$ cat src/rtl/alu_ctrl_pkg.sv
// Shared constants for the ALU control sequencer: opcodes, ALU function
// codes, state encodings and opcode classification helpers.
package alu_ctrl_pkg;

  localparam logic [4:0] OPC_ADD  = 5'b00011;
  localparam logic [4:0] OPC_SUB  = 5'b00100;
  localparam logic [4:0] OPC_AND  = 5'b01001;
  localparam logic [4:0] OPC_OR   = 5'b01010;
  localparam logic [4:0] OPC_MUL  = 5'b01111;
  localparam logic [4:0] OPC_DIV  = 5'b10000;
  localparam logic [4:0] OPC_NEG  = 5'b10001;
  localparam logic [4:0] OPC_NOT  = 5'b10010;
  localparam logic [4:0] OPC_HALT = 5'b11011;

  localparam logic [3:0] ALU_NOP = 4'd0;
  localparam logic [3:0] ALU_ADD = 4'd0;
  localparam logic [3:0] ALU_SUB = 4'd1;
  localparam logic [3:0] ALU_AND = 4'd2;
  localparam logic [3:0] ALU_OR  = 4'd3;
  localparam logic [3:0] ALU_MUL = 4'd4;
  localparam logic [3:0] ALU_DIV = 4'd5;
  localparam logic [3:0] ALU_NEG = 4'd6;
  localparam logic [3:0] ALU_NOT = 4'd7;

  localparam logic [3:0] S_IDLE = 4'd0;
  localparam logic [3:0] S_T0   = 4'd1;
  localparam logic [3:0] S_T1   = 4'd2;
  localparam logic [3:0] S_T2   = 4'd3;
  localparam logic [3:0] S_T3   = 4'd4;
  localparam logic [3:0] S_T4   = 4'd5;
  localparam logic [3:0] S_T5   = 4'd6;
  localparam logic [3:0] S_T6   = 4'd7;
  localparam logic [3:0] S_HALT = 4'd8;

  typedef enum logic [2:0] {
    CLS_BIN,
    CLS_UNA,
    CLS_WIDE,
    CLS_HALT,
    CLS_BAD
  } op_class_t;

  function automatic op_class_t op_class(input logic [4:0] opc);
    op_class_t cls;
    case (opc)
      OPC_ADD, OPC_SUB, OPC_AND, OPC_OR: cls = CLS_BIN;
      OPC_NEG, OPC_NOT:                  cls = CLS_UNA;
      OPC_MUL, OPC_DIV:                  cls = CLS_WIDE;
      OPC_HALT:                          cls = CLS_HALT;
      default:                           cls = CLS_BAD;
    endcase
    return cls;
  endfunction

  function automatic logic [3:0] alu_op_of(input logic [4:0] opc);
    logic [3:0] op;
    case (opc)
      OPC_ADD: op = ALU_ADD;
      OPC_SUB: op = ALU_SUB;
      OPC_AND: op = ALU_AND;
      OPC_OR:  op = ALU_OR;
      OPC_MUL: op = ALU_MUL;
      OPC_DIV: op = ALU_DIV;
      OPC_NEG: op = ALU_NEG;
      OPC_NOT: op = ALU_NOT;
      default: op = ALU_NOP;
    endcase
    return op;
  endfunction

endpackage

$ cat src/rtl/reg_sel_decoder.sv
// Register index to one-hot select; indices past the register file yield
// an all-zero select so no register is ever driven or loaded by mistake.
module reg_sel_decoder #(
  parameter int IDX_W = 4,
  parameter int NUM   = 16
) (
  input  logic [IDX_W-1:0] idx,
  input  logic             en,
  output logic [NUM-1:0]   onehot
);

  always_comb begin
    onehot = '0;
    for (int i = 0; i < NUM; i++) begin
      onehot[i] = en && (int'(idx) == i);
    end
  end

endmodule

$ cat src/rtl/alu_ctrl_sequencer.sv
// Microcoded-style control sequencer: fetches an instruction in T0..T2, then
// steps through per-class execute states emitting Moore control strobes.
module alu_ctrl_sequencer
  import alu_ctrl_pkg::*;
#(
  parameter int DATA_W    = 32,
  parameter int NUM_REGS  = 16,
  parameter int REG_IDX_W = 4,
  parameter int OPC_W     = 5,
  parameter int ALU_OP_W  = 4
) (
  input  logic                Clock,
  input  logic                Clear,
  input  logic                Run,
  input  logic                MemReady,
  input  logic [DATA_W-1:0]   IR,
  output logic                PCout,
  output logic                MDRout,
  output logic                Zlowout,
  output logic                Zhighout,
  output logic                PCin,
  output logic                MARin,
  output logic                MDRin,
  output logic                IRin,
  output logic                Yin,
  output logic                Zin,
  output logic                HIin,
  output logic                LOin,
  output logic                IncPC,
  output logic                Read,
  output logic [NUM_REGS-1:0] Rout,
  output logic [NUM_REGS-1:0] Rin,
  output logic [ALU_OP_W-1:0] AluOp,
  output logic                Done,
  output logic                Illegal,
  output logic                Halted
);

  localparam int HDR_W = OPC_W + 3 * REG_IDX_W;

  logic [3:0]           state;
  logic [3:0]           next_state;
  logic                 t1_seen;
  logic [HDR_W-1:0]     hdr_q;
  logic [HDR_W-1:0]     hdr;
  logic [OPC_W-1:0]     opcode;
  logic [REG_IDX_W-1:0] ra;
  logic [REG_IDX_W-1:0] rb;
  logic [REG_IDX_W-1:0] rc;
  op_class_t            cls;
  logic                 ra_ok;
  logic                 rb_ok;
  logic                 rc_ok;
  logic                 fields_ok;
  logic                 t3_abort;
  logic [3:0]           finish_next;
  logic                 rout_en;
  logic                 rin_en;
  logic [REG_IDX_W-1:0] rout_idx;
  logic [3:0]           alu_sel;
  logic                 ir_unused;

  // The IR register loads at the end of T2, so its fields are first valid in
  // T3; they are captured there so later execute states see a stable copy.
  assign hdr       = (state == S_T3) ? IR[DATA_W-1 -: HDR_W] : hdr_q;
  assign ir_unused = ^IR[DATA_W-HDR_W-1:0];
  assign opcode    = hdr[HDR_W-1 -: OPC_W];
  assign ra        = hdr[HDR_W-OPC_W-1 -: REG_IDX_W];
  assign rb        = hdr[HDR_W-OPC_W-REG_IDX_W-1 -: REG_IDX_W];
  assign rc        = hdr[REG_IDX_W-1:0];
  assign cls       = op_class(opcode);

  assign ra_ok = int'(ra) < NUM_REGS;
  assign rb_ok = int'(rb) < NUM_REGS;
  assign rc_ok = int'(rc) < NUM_REGS;

  always_comb begin
    case (cls)
      CLS_BIN:  fields_ok = ra_ok && rb_ok && rc_ok;
      CLS_UNA:  fields_ok = ra_ok && rb_ok;
      CLS_WIDE: fields_ok = rb_ok && rc_ok;
      default:  fields_ok = 1'b1;
    endcase
  end

  assign t3_abort    = (cls == CLS_BAD) || !fields_ok;
  assign finish_next = Run ? S_T0 : S_IDLE;

  always_ff @(posedge Clock) begin
    if (Clear) begin
      state   <= S_IDLE;
      t1_seen <= 1'b0;
      hdr_q   <= '0;
    end else begin
      state   <= next_state;
      t1_seen <= (state == S_T1);
      if (state == S_T3) hdr_q <= IR[DATA_W-1 -: HDR_W];
    end
  end

  always_comb begin
    next_state = state;
    case (state)
      S_IDLE: next_state = Run ? S_T0 : S_IDLE;
      S_T0:   next_state = S_T1;
      S_T1:   next_state = MemReady ? S_T2 : S_T1;
      S_T2:   next_state = S_T3;
      S_T3: begin
        if (cls == CLS_HALT)  next_state = S_HALT;
        else if (t3_abort)    next_state = finish_next;
        else                  next_state = S_T4;
      end
      S_T4:   next_state = (cls == CLS_UNA) ? finish_next : S_T5;
      S_T5:   next_state = (cls == CLS_WIDE) ? S_T6 : finish_next;
      S_T6:   next_state = finish_next;
      S_HALT: next_state = S_HALT;
      default: next_state = S_IDLE;
    endcase
  end

  // PC load and Z-low drive are limited to the first T1 cycle so a memory
  // stall never increments the PC twice.
  always_comb begin
    PCout    = 1'b0;
    MDRout   = 1'b0;
    Zlowout  = 1'b0;
    Zhighout = 1'b0;
    PCin     = 1'b0;
    MARin    = 1'b0;
    MDRin    = 1'b0;
    IRin     = 1'b0;
    Yin      = 1'b0;
    Zin      = 1'b0;
    HIin     = 1'b0;
    LOin     = 1'b0;
    IncPC    = 1'b0;
    Read     = 1'b0;
    Done     = 1'b0;
    Illegal  = 1'b0;
    Halted   = 1'b0;
    rout_en  = 1'b0;
    rout_idx = rb;
    rin_en   = 1'b0;
    alu_sel  = ALU_NOP;
    case (state)
      S_T0: begin
        PCout = 1'b1;
        MARin = 1'b1;
        IncPC = 1'b1;
        Zin   = 1'b1;
      end
      S_T1: begin
        Read    = 1'b1;
        MDRin   = 1'b1;
        PCin    = !t1_seen;
        Zlowout = !t1_seen;
      end
      S_T2: begin
        MDRout = 1'b1;
        IRin   = 1'b1;
      end
      S_T3: begin
        if (cls != CLS_HALT && t3_abort) begin
          Illegal = 1'b1;
        end else if (cls == CLS_BIN || cls == CLS_WIDE) begin
          rout_en = 1'b1;
          Yin     = 1'b1;
        end else if (cls == CLS_UNA) begin
          rout_en = 1'b1;
          Zin     = 1'b1;
          alu_sel = alu_op_of(opcode);
        end
      end
      S_T4: begin
        if (cls == CLS_UNA) begin
          Zlowout = 1'b1;
          rin_en  = 1'b1;
          Done    = 1'b1;
        end else begin
          rout_en  = 1'b1;
          rout_idx = rc;
          Zin      = 1'b1;
          alu_sel  = alu_op_of(opcode);
        end
      end
      S_T5: begin
        Zlowout = 1'b1;
        if (cls == CLS_WIDE) begin
          LOin = 1'b1;
        end else begin
          rin_en = 1'b1;
          Done   = 1'b1;
        end
      end
      S_T6: begin
        Zhighout = 1'b1;
        HIin     = 1'b1;
        Done     = 1'b1;
      end
      S_HALT: Halted = 1'b1;
      default: ;
    endcase
  end

  assign AluOp = ALU_OP_W'(alu_sel);

  reg_sel_decoder #(
    .IDX_W (REG_IDX_W),
    .NUM   (NUM_REGS)
  ) u_rout_dec (
    .idx    (rout_idx),
    .en     (rout_en),
    .onehot (Rout)
  );

  reg_sel_decoder #(
    .IDX_W (REG_IDX_W),
    .NUM   (NUM_REGS)
  ) u_rin_dec (
    .idx    (ra),
    .en     (rin_en),
    .onehot (Rin)
  );

endmodule

$ cat config.mk
export PLATFORM = sky130hd
export DESIGN_NAME = alu_ctrl_sequencer
export DESIGN_NICKNAME = d
export VERILOG_FILES = /design/src/rtl/alu_ctrl_pkg.sv /design/src/rtl/reg_sel_decoder.sv /design/src/rtl/alu_ctrl_sequencer.sv
export SDC_FILE = /design/constraint.sdc
export NUM_CORES = 1
export LEC_CHECK = 0
export CAP_MARGIN = 20
export CORE_MARGIN = 5
export CORE_UTILIZATION = 46
export DETAILED_ROUTE_END_ITERATION = 16
export GPL_TIMING_DRIVEN = 0
export PLACE_DENSITY = 0.95
export SKIP_CTS_REPAIR_TIMING = 1
export SYNTH_ARGS = -nofsm -noshare
export SYNTH_HDL_FRONTEND = slang
export SYNTH_HIERARCHICAL = 1
export SYNTH_SLANG_ARGS = --single-unit
$ cat constraint.sdc
create_clock -name Clock -period 8 [get_ports Clock]
set_input_delay 1.6 -clock Clock [delete_from_list [all_inputs] [get_ports Clock]]
set_output_delay 1.6 -clock Clock [all_outputs]
set_load 0.02 [all_outputs]
==> summary by stage <==
Run status
The flow ran to the end, and the final reports show no timing, DRC or antenna violations.

Synthesis
Among all flip-flop cells after synthesis, the most frequent one is sky130_fd_sc_hd__dfxtp_1. Counting instances in the post-synthesis netlist gives the leading cell types as sky130_fd_sc_hd__nand2_1 (41), sky130_fd_sc_hd__nor2_1 (40), sky130_fd_sc_hd__dfxtp_1 (22). The number of enable-type register cells in the synthesized netlist is 0. By area the synthesized netlist is led by sky130_fd_sc_hd__dfxtp_1 (22%), sky130_fd_sc_hd__nand2_1 (7.8%), sky130_fd_sc_hd__nor2_1 (7.6%). The largest area contributor in the synthesized netlist is sky130_fd_sc_hd__dfxtp_1.

The fraction of synthesized cell area taken by the top area cell type is 22.3%. The most frequent cell after synthesis is sky130_fd_sc_hd__nand2_1. The number of instances in the synthesized netlist is around 270. The total of flip-flops plus latches after synthesis is 22. Sequential elements use 22.3% of the synthesized area. The number of warnings printed during yosys synthesis is 6. Dividing the synthesized area by the synthesized cell count gives 7.39 um2. Counting every net in the synthesized netlist gives 308. The number of library cell types mapped by synthesis is 58. The cell area after synthesis is 1970 um2. The async set or reset register ratio after synthesis is 0%.

Worst setup path
The sum of buffers and inverters on the critical path is 4. The cell count of the worst reg-to-reg path is 10. The library cell contributing the largest single delay on the critical path is sky130_fd_sc_hd__mux4_2.

The capturing element type of the critical path is an output port. The cell type group with the largest total delay on the critical path is buffers and inverters. Traced cell by cell, the critical path runs through clkdlybuf4s50_1 > mux2i_1 > inv_1 > ha_1 > buf_1 > mux4_2 > a31oi_4 > mux2i_1 > o21ai_0 > nand2b_1 > nor2_1 > clkdlybuf4s50_1. Setup slack on the worst reg-to-reg path comes out at 4.12 ns.

The worst flop-to-flop path endpoint is state[0]. The critical path is of the primary input to output port type. The startpoint class of the critical path is a primary input. The maximum fanout count along the critical path is 9.

The required time reported for the critical path endpoint is 6.40 ns. Data arrives at the worst endpoint at 5.70 ns. In this run the critical register-to-register path is launched from state[0]. The critical path crosses 12 cells after its start point. The delay of the slowest critical-path stage is approximately 0.68 ns.

Power
The proportion of total power due to net switching is 28.9%. In this run the static leakage power is between 1 and 1.5 nW. The sequential group share of total power is 44.6%. The total power after layout is 0.254 mW. The relative contribution of the clock network to total power is 27.0%. The power density over cell area is between 90 and 100 nW/um2. In this run the power spent charging and discharging nets is 0.0736 mW. The internal power summed over all cells is 0.181 mW. Of the total power, combinational logic draws 28.4%. The worst-case IR drop observed on VDD is 0.0637 mV.

Route
The detailed router placed 2,182 vias in this run. The first detailed-routing pass ran for 4 iterations. The final layout contains routed wiring with a total length of 5780 um. The detail route stage leaves a number of antenna-violating nets equal to 0. The average wire per standard cell is 14.7 um. The initial detailed-routing violation count is 140.

The number of vias per cell is approximately 5.6. In the routed design, unresolved DRC markers number 0.

STA
Setup repair after global routing left no endpoint under its margin. Derived from the worst setup path, the maximum achievable clock frequency is between 100 and 150 MHz. Of the available clock period, the critical path in the final layout requires 91.2%. The final period demand of the worst path is about 7.3 ns.

Summed over all failing endpoints, the final setup total negative slack is 0 ns. The count of final hold-check violations is 0. The worst setup margin is 0.703 ns.

Setup violations remaining at the end of the flow were counted as 0. The number of slew-limit violations in the final report was 0. The relative slew slack is 37.6%.

On the final layout, the worst clock skew is 0.00110 ns. The actual slew at the worst max-slew pin is 0.933 ns.

Global route
The overall overflow remaining after global route is 0. The first-pass GRT wire length is 9560 um. The overall global routing resource usage is between 20% and 30%. The number of global-route vias before repair came to 2,136. The maximum number of pins on one net before global-route repair is 12. The initial antenna violation count is 0.

Clock tree
The clock tree from TritonCTS is done. The clock insertion delay at the later pin of the skew report is 0.26 ns. The clock sink total is 22. Counting along the longest clock path gives a buffer depth of 2. After clock tree synthesis, the clock-pin slew on the worst setup and hold paths is 0.08 ns. The number of clock buffers added by TritonCTS is 3. The number of levels in the clock H-tree is 1. The cell sitting at the root of the clock tree is a sky130_fd_sc_hd__clkbuf_8.

Finish
The sequential cells in the finished layout cover a total of 440 um2. Relative to the synthesized area, the layout overhead comes to 41.8%. For this run, the number of standard cells in the final layout without fillers is approximately 390. The multi-input combinational cells in the finished layout cover a total of 1370 um2. The antenna diode count is 0.

The count of nets after finishing is 385. The final design instance area without fill is 2800 um2. The share of cells above drive strength 1 is a little over 8%. The number of fill cells in the layout is 332.

Worst hold path
The worst hold endpoint is hdr_q[5]. The startpoint of the tightest hold check path is hdr_q[5]. The cell depth of the worst hold path is 2. The worst hold path belongs to the class flop to flop.

Placed design
The routability-driven placement congestion ratio is 0.889. The wire-length estimate of the detail-placed layout is 4530 um. At the placement stage, the worst setup path has a slack of 0.748 ns. The number of cells in the design after placement is 389. During placement, the flow inserted port buffers numbering 72. Once placement finished, the instance area stood at around 2800 um2.

Die
The cell row count is 23. The top-level I/O count is 89. The floorplan step defined a core boundary enclosing between 4000 and 5000 um2.

The die width is 75.5 um. The die is ~75 um tall. Once the floorplan was initialized, standard cells occupied 48.3% of the core.

The overall die area is 5700 um2.

Flow run
Max-cap violations in this run came to 0.
## flip-flops by register name, summed over array words and instances (netlist names)
name	flops
hdr_q	17
state	4
t1_seen	1
## power groups by stage
stage	clock [mW]	combinational [mW]	sequential [mW]
5_1_grt	0.0736	0.0783	0.114
4_1_cts	0.0678	0.0718	0.113
3_3_place_gp	0	0.0699	0.116
3_5_place_dp	0	0.0715	0.116
2_1_floorplan	0	0.0434	0.116
6_report	0.0687	0.0721	0.113
## cells in the final DEF (no fill, tap or decap), types with 4 or more instances in the layout
master                            netlist  final
sky130_fd_sc_hd__ha_1                   5      5
sky130_fd_sc_hd__nand2_1               41     41
sky130_fd_sc_hd__clkbuf_1               8      8
sky130_fd_sc_hd__a21oi_1               19     19
sky130_fd_sc_hd__a31oi_1                4      4
sky130_fd_sc_hd__dfxtp_1               22     22
sky130_fd_sc_hd__buf_4                  6      6
sky130_fd_sc_hd__xor2_1                 6      6
sky130_fd_sc_hd__nand2b_1               8      8
sky130_fd_sc_hd__nand3b_1               5      5
sky130_fd_sc_hd__nor2_1                40     40
sky130_fd_sc_hd__mux2i_1                9      9
sky130_fd_sc_hd__nor2b_1                4      4
sky130_fd_sc_hd__inv_1                  8      8
sky130_fd_sc_hd__nor3_1                 9      9
sky130_fd_sc_hd__buf_1                  4      4
sky130_fd_sc_hd__o21ai_0                6      6
sky130_fd_sc_hd__nor3b_1                5      5
sky130_fd_sc_hd__clkdlybuf4s50_1        0     72
## how the worst max path moves through the flow
stage | start | end
floorplan | IR[27] | Rout[11]
CTS | IR[27] | Rout[14]
finish | IR[27] | Rout[14]
detailed placement | IR[27] | Rout[14]
global route | IR[27] | Rout[6]
global placement | IR[27] | Rout[10]
## routing by layer
metal  global-route usage (%)  vias up  share of wire, %
met1                     27.2     1000                43
met5                        0        -                 0
met3                     4.49       11               8.3
met2                     35.4       92                48
met4                     6.80        0               1.2
li1                         -     1079                 -
## layout make-up
type	instances	share of cell area (%)
Buffer	22	4.61
Clock buffer	3	1.48
Inverter	8	1.07
Multi-Input combinational cell	215	49.1
Sequential cell	22	15.7
Tap cell	50	2.24
Timing Repair Buffer	72	25.8
## metrics by stage
stage                     hold slack [ns]  utilization (%)
after global placement              0.441             67.5
after floorplan                     0.436                -
after detailed placement            0.451             67.5
after CTS                           0.462             68.5
final                               0.463             68.5
after global routing                0.490             68.5
## worst min-delay path: stages (launching register included)
cell and delay (ns):
sky130_fd_sc_hd__dfxtp_1 0.32, sky130_fd_sc_hd__nand2_1 0.05, sky130_fd_sc_hd__a21oi_1 0.05
## kinds of logic (layout without fill, tap and decap cells)
family	Yosys count	in the layout	synth area share [%]
other	1	1	0.190
DFF	22	22	22.3
adders and majority gates	5	5	3.17
muxes	13	13	8.18
and+or+nand+nor	136	136	35.6
xor gates and xnor gates	6	6	2.66
AOI/OAI and AO/OA	54	54	19.8
buffers and inverters	30	105	8.05
Power figures use the tool's default switching activity.
